### src/rtl/branch_cmp_unit.sv
// branch_cmp_unit: ID-stage branch condition resolver with a per-PC 2-bit
// saturating predictor table, a registered mispredict pulse and taken/executed
// branch performance counters.
module branch_cmp_unit #(
  parameter int WIDTH = 32,
  parameter int IDX_W = 6,
  parameter int CNT_W = 32
) (
  input  logic             clk,
  input  logic             reset,
  input  logic [WIDTH-1:0] i1,
  input  logic [WIDTH-1:0] i2,
  input  logic [2:0]       op,
  input  logic             b,
  input  logic             stall,
  input  logic [IDX_W-1:0] pc_idx,
  output logic             branch,
  output logic             predict,
  output logic             mispredict,
  output logic [CNT_W-1:0] taken_cnt,
  output logic [CNT_W-1:0] branch_cnt
);

  localparam int DEPTH = 1 << IDX_W;

  typedef enum logic [2:0] {
    OP_BEQ  = 3'd0,
    OP_BNE  = 3'd1,
    OP_BLEZ = 3'd2,
    OP_BGTZ = 3'd3,
    OP_BLTZ = 3'd4,
    OP_BGEZ = 3'd5,
    OP_BLT  = 3'd6,
    OP_BLTU = 3'd7
  } cmp_op_e;

  logic       cond;
  logic       resolve;
  logic       sign;
  logic       zero;
  logic [1:0] cur;
  logic [1:0] pht [DEPTH];

  assign sign    = i1[WIDTH-1];
  assign zero    = (i1 == '0);
  assign resolve = b & ~stall;
  assign cur     = pht[pc_idx];
  assign predict = cur[1];
  assign branch  = b & cond;

  // Evaluate the selected branch condition; unknown encodings resolve not-taken
  always_comb begin
    cond = 1'b0;
    case (cmp_op_e'(op))
      OP_BEQ:  cond = (i1 == i2);
      OP_BNE:  cond = (i1 != i2);
      OP_BLEZ: cond = sign | zero;
      OP_BGTZ: cond = ~sign & ~zero;
      OP_BLTZ: cond = sign;
      OP_BGEZ: cond = ~sign;
      OP_BLT:  cond = ($signed(i1) < $signed(i2));
      OP_BLTU: cond = (i1 < i2);
      default: cond = 1'b0;
    endcase
  end

  // Train the indexed saturating counter on each resolved branch
  always_ff @(posedge clk or negedge reset) begin
    if (!reset) begin
      for (int i = 0; i < DEPTH; i++) begin
        pht[i] <= 2'b01;
      end
    end else if (resolve) begin
      if (cond) begin
        if (cur != 2'b11) pht[pc_idx] <= cur + 2'b01;
      end else begin
        if (cur != 2'b00) pht[pc_idx] <= cur - 2'b01;
      end
    end
  end

  // Flag a disagreement between the pre-update prediction and the outcome
  always_ff @(posedge clk or negedge reset) begin
    if (!reset) begin
      mispredict <= 1'b0;
    end else begin
      mispredict <= resolve & (cur[1] != cond);
    end
  end

  // Count resolved and taken branches, wrapping at the counter width
  always_ff @(posedge clk or negedge reset) begin
    if (!reset) begin
      branch_cnt <= '0;
      taken_cnt  <= '0;
    end else if (resolve) begin
      branch_cnt <= branch_cnt + CNT_W'(1);
      taken_cnt  <= taken_cnt + CNT_W'(cond);
    end
  end

endmodule
### config.mk
export PLATFORM = sky130hd
export DESIGN_NAME = branch_cmp_unit
export DESIGN_NICKNAME = d
export VERILOG_FILES = /design/src/rtl/branch_cmp_unit.sv
export SDC_FILE = /design/constraint.sdc
export NUM_CORES = 1
export LEC_CHECK = 0
export CORE_MARGIN = 3
export CORE_UTILIZATION = 56
export CTS_CLUSTER_DIAMETER = 100
export DETAILED_ROUTE_END_ITERATION = 6
export DONT_BUFFER_PORTS = 1
export PLACE_DENSITY = 0.74
export SLEW_MARGIN = 40
export SYNTH_ARGS = -nofsm -noshare
export SYNTH_HDL_FRONTEND = slang
export SYNTH_SLANG_ARGS = --single-unit
### constraint.sdc
create_clock -name clk -period 5.5 [get_ports clk]
set_input_delay 1.375 -clock clk [delete_from_list [all_inputs] [get_ports clk]]
set_output_delay 1.375 -clock clk [all_outputs]
set_load 0.05 [all_outputs]
==> key figures <==
Detailed routing
  • Initial DRC Count: 1175
  • WL per Instance: 23.3 um
  • DR vias: 10200
  • Vias per std cell: 7.02
  • Final ANT Viol Nets: 0
  • Drt total wl: 33700 um
  • # DRC: 0
  • First-pass DRT Iterations: 5

STA
  • RSZ-0062 raised after global routing: no
  • Period minus WS final: 5.00 ns
  • Hold Vio Cnt, Final: 0
  • WHS: 0.499 ns
  • Final Skew: 0.0129 ns
  • Final period util: 90.9%
  • Slew headroom: 46.3%
  • Fmax: 0.200 GHz
  • Final setup violation count: 0
  • PnR worst setup slack: 0.501 ns
  • Slew at the pin with the worst max-slew slack: 0.806 ns
  • Setup TNS: 0 ns
  • Count of pins over their slew limit: 0

Floorplanning
  • Die width: 148 um
  • Die Area: 0.0219 mm2
  • Core footprint: 0.0197 mm2
  • Top Ports: 144
  • Die height: 148 um
  • Initial Util: 57.5%
  • Row cnt: 51

Pwr
  • Cell Int Power: 2430 uW
  • Sequential Power Share: 48.6%
  • Pwr Density: 304 mW/mm2
  • Leak Pwr: 0.00476 uW
  • Logic gate share of total power: 16.6%
  • Clock share of power: 34.9%
  • Sw frac: 34.6%
  • Switching power total: 1280 uW
  • Maximum VDD drop: 0.201 mV

Layout
  • Area growth from synthesis to layout: 8.23%
  • Post-route insts no fill: 1449
  • # nets final: 1285
  • Layout cells sized above 1: 14.6%
  • Ant diodes: 0

Setup path
  • R2R Path Start: pht[59]
  • Crit path max fanout: 9
  • Worst EP arrival: 3.62 ns
  • Crit. End Element: primary output
  • Startpoint type of the worst setup path: input pin
  • Worst EP required: 4.12 ns
  • FF-to-FF setup slack: 1.66 ns
  • R2R cell count: 13
  • Worst Setup EP: branch
  • Crit Path Class: input pin to primary output
  • Worst r2r dst: pht[57]
  • Worst Setup SP: i2[30]

Run
  • Max Cap Viol: 0

CTS
  • H-Tree Depth: 4
  • Register clock-pin slew on the reported worst setup and hold paths: 0.08 ns
  • Clock sink count: 193
  • Clock Tree Buf Depth: 2
  • Cts hold-fix bufs: 0
  • Clk_lat worst skew: 0.45 ns
  • Setup bufs post-CTS: 0
  • CTS tree: yes
  • Post-CTS Resized: 0
  • TritonCTS Buffers: 17
  • Clock root buffer: clkbuf_16

Logic synthesis
  • Commonest cells in the netlist: 148 x o22ai_1, 129 x dfrtp_1, 76 x o21ai_0
  • Synth area leaders: dfrtp_1 29%, dfstp_2 15%, o22ai_1 8.2%, o32a_1 4.6%, o31ai_1 4.4%
  • Register area share after synthesis: 43.4%
  • Synth warnings: 0
  • Synth Register Bits: 193
  • Most common cell in the netlist: o22ai_1
  • Top_reg_cell synth: dfrtp_1
  • Area fraction of the dominant cell type after synthesis: 28.6%
  • Async SR Flop Fraction: 100%
  • Post-Syn Area per Cell: 9.39 um2
  • Synth Net Count: 1318
  • Post-synth EDFFs: 0
  • Cell area after synthesis: 0.0113 mm2
  • Mapped Cells: 1204
  • Distinct cell type count after synthesis: 60
  • Leading area contributor after synthesis: dfrtp_1

Status
  • Status: completed

Placement
  • Pre-CTS setup slack: 0.363 ns
  • Post-DP HPWL: 22700 um
  • Port Buf Inserts: 0
  • GP Congestion: 0.982
  • # placed instances: 1417

GRT
  • Vias in the first global route: 9671
  • Largest net degree at the start of global routing: 194
  • Remaining global-route overflow: 0
  • Total track usage: 30.2%
  • First-pass GRT wire length: 52900 um
  • Initial antenna violation count: 0

Min path
  • Hold WC Path Type: register to register
per-layer routing:
metal,up-vias,global-route usage [%],share of wire (%)
met5,-,0,0
met4,0,10.5,2.9
met3,77,8.41,10
met2,553,47.2,46
met1,4948,40.8,41
li1,4590,-,-
worst min-delay path by stage:
stage / start / endpoint / slack, ns / depth (start not counted)
final: register / register / 0.50 / 2
after global routing: register / register / 0.52 / 2
after CTS: register / register / 0.50 / 2
after detailed placement: register / register / 0.49 / 2
after global placement: register / register / 0.48 / 2
after floorplan: register / register / 0.47 / 2
cell type report:
class	instances	area, um2
Clock buffer	17	425
Clock inverter	15	201
Fill cell	1672	7420
Inverter	39	146
Multi-Input combinational cell	878	5890
Sequential cell	193	4910
Tap cell	265	332
Timing Repair Buffer	42	328
layout by cell type, fill, tap and decap left out, types with 5 or more instances in the layout:
cell type and count:
a211oi_1 6, a211oi_2 6, a21oi_1 75, a22oi_1 26, and2_1 6, and3_1 14
buf_4 41, clkbuf_16 17, clkinv_8 6, dfrtp_1 129, dfstp_2 64, ha_1 36
inv_1 38, nand2_1 71, nand3_1 32, nand4_1 22, nor2_1 64, nor2b_1 7
nor3_1 9, nor4_1 16, o21ai_0 76, o22ai_1 148, o31ai_1 66, o32a_1 52
or2_2 7, or3_1 5, xnor2_1 44, xor2_1 19
stage by stage:
step	power, uW	util, %	instance area [um2]
after floorplan	2260	-	11300
after global placement	2400	59.0	11600
after detailed placement	2430	59.0	11600
after CTS	3710	62.2	12200
after global routing	3870	62.2	12200
final	3720	62.2	12200
cells by family (layout without fill, tap and decap cells):
logic type      Yosys count  in the layout  share of synthesized area [%]
compound gates          504            504                           30.6
xor+xnor                 63             63                           4.88
fa+ha+maj                37             37                           4.10
buf+inv                 133            113                           4.76
flops                   193            193                           43.4
mux                       1              1                         0.0886
simple gates            273            273                           12.1
power by group through the flow:
stage | Combinational [uW] | Clock [uW] | Sequential, uW
floorplan | 476 | 0 | 1780
global placement | 583 | 0 | 1820
CTS | 603 | 1310 | 1800
finish | 615 | 1300 | 1800
global route | 678 | 1370 | 1820
detailed placement | 601 | 0 | 1820
worst max-delay path: stages:
cell	delay, ns
inv_1	0.03
ha_1	0.31
a21oi_1	0.17
nand2_1	0.08
a221o_1	0.35
or3_1	0.37
o21ai_4	0.43
a21oi_4	0.13
nor2b_1	0.16
buf_4	0.22
(Power assumes the default switching activity.)
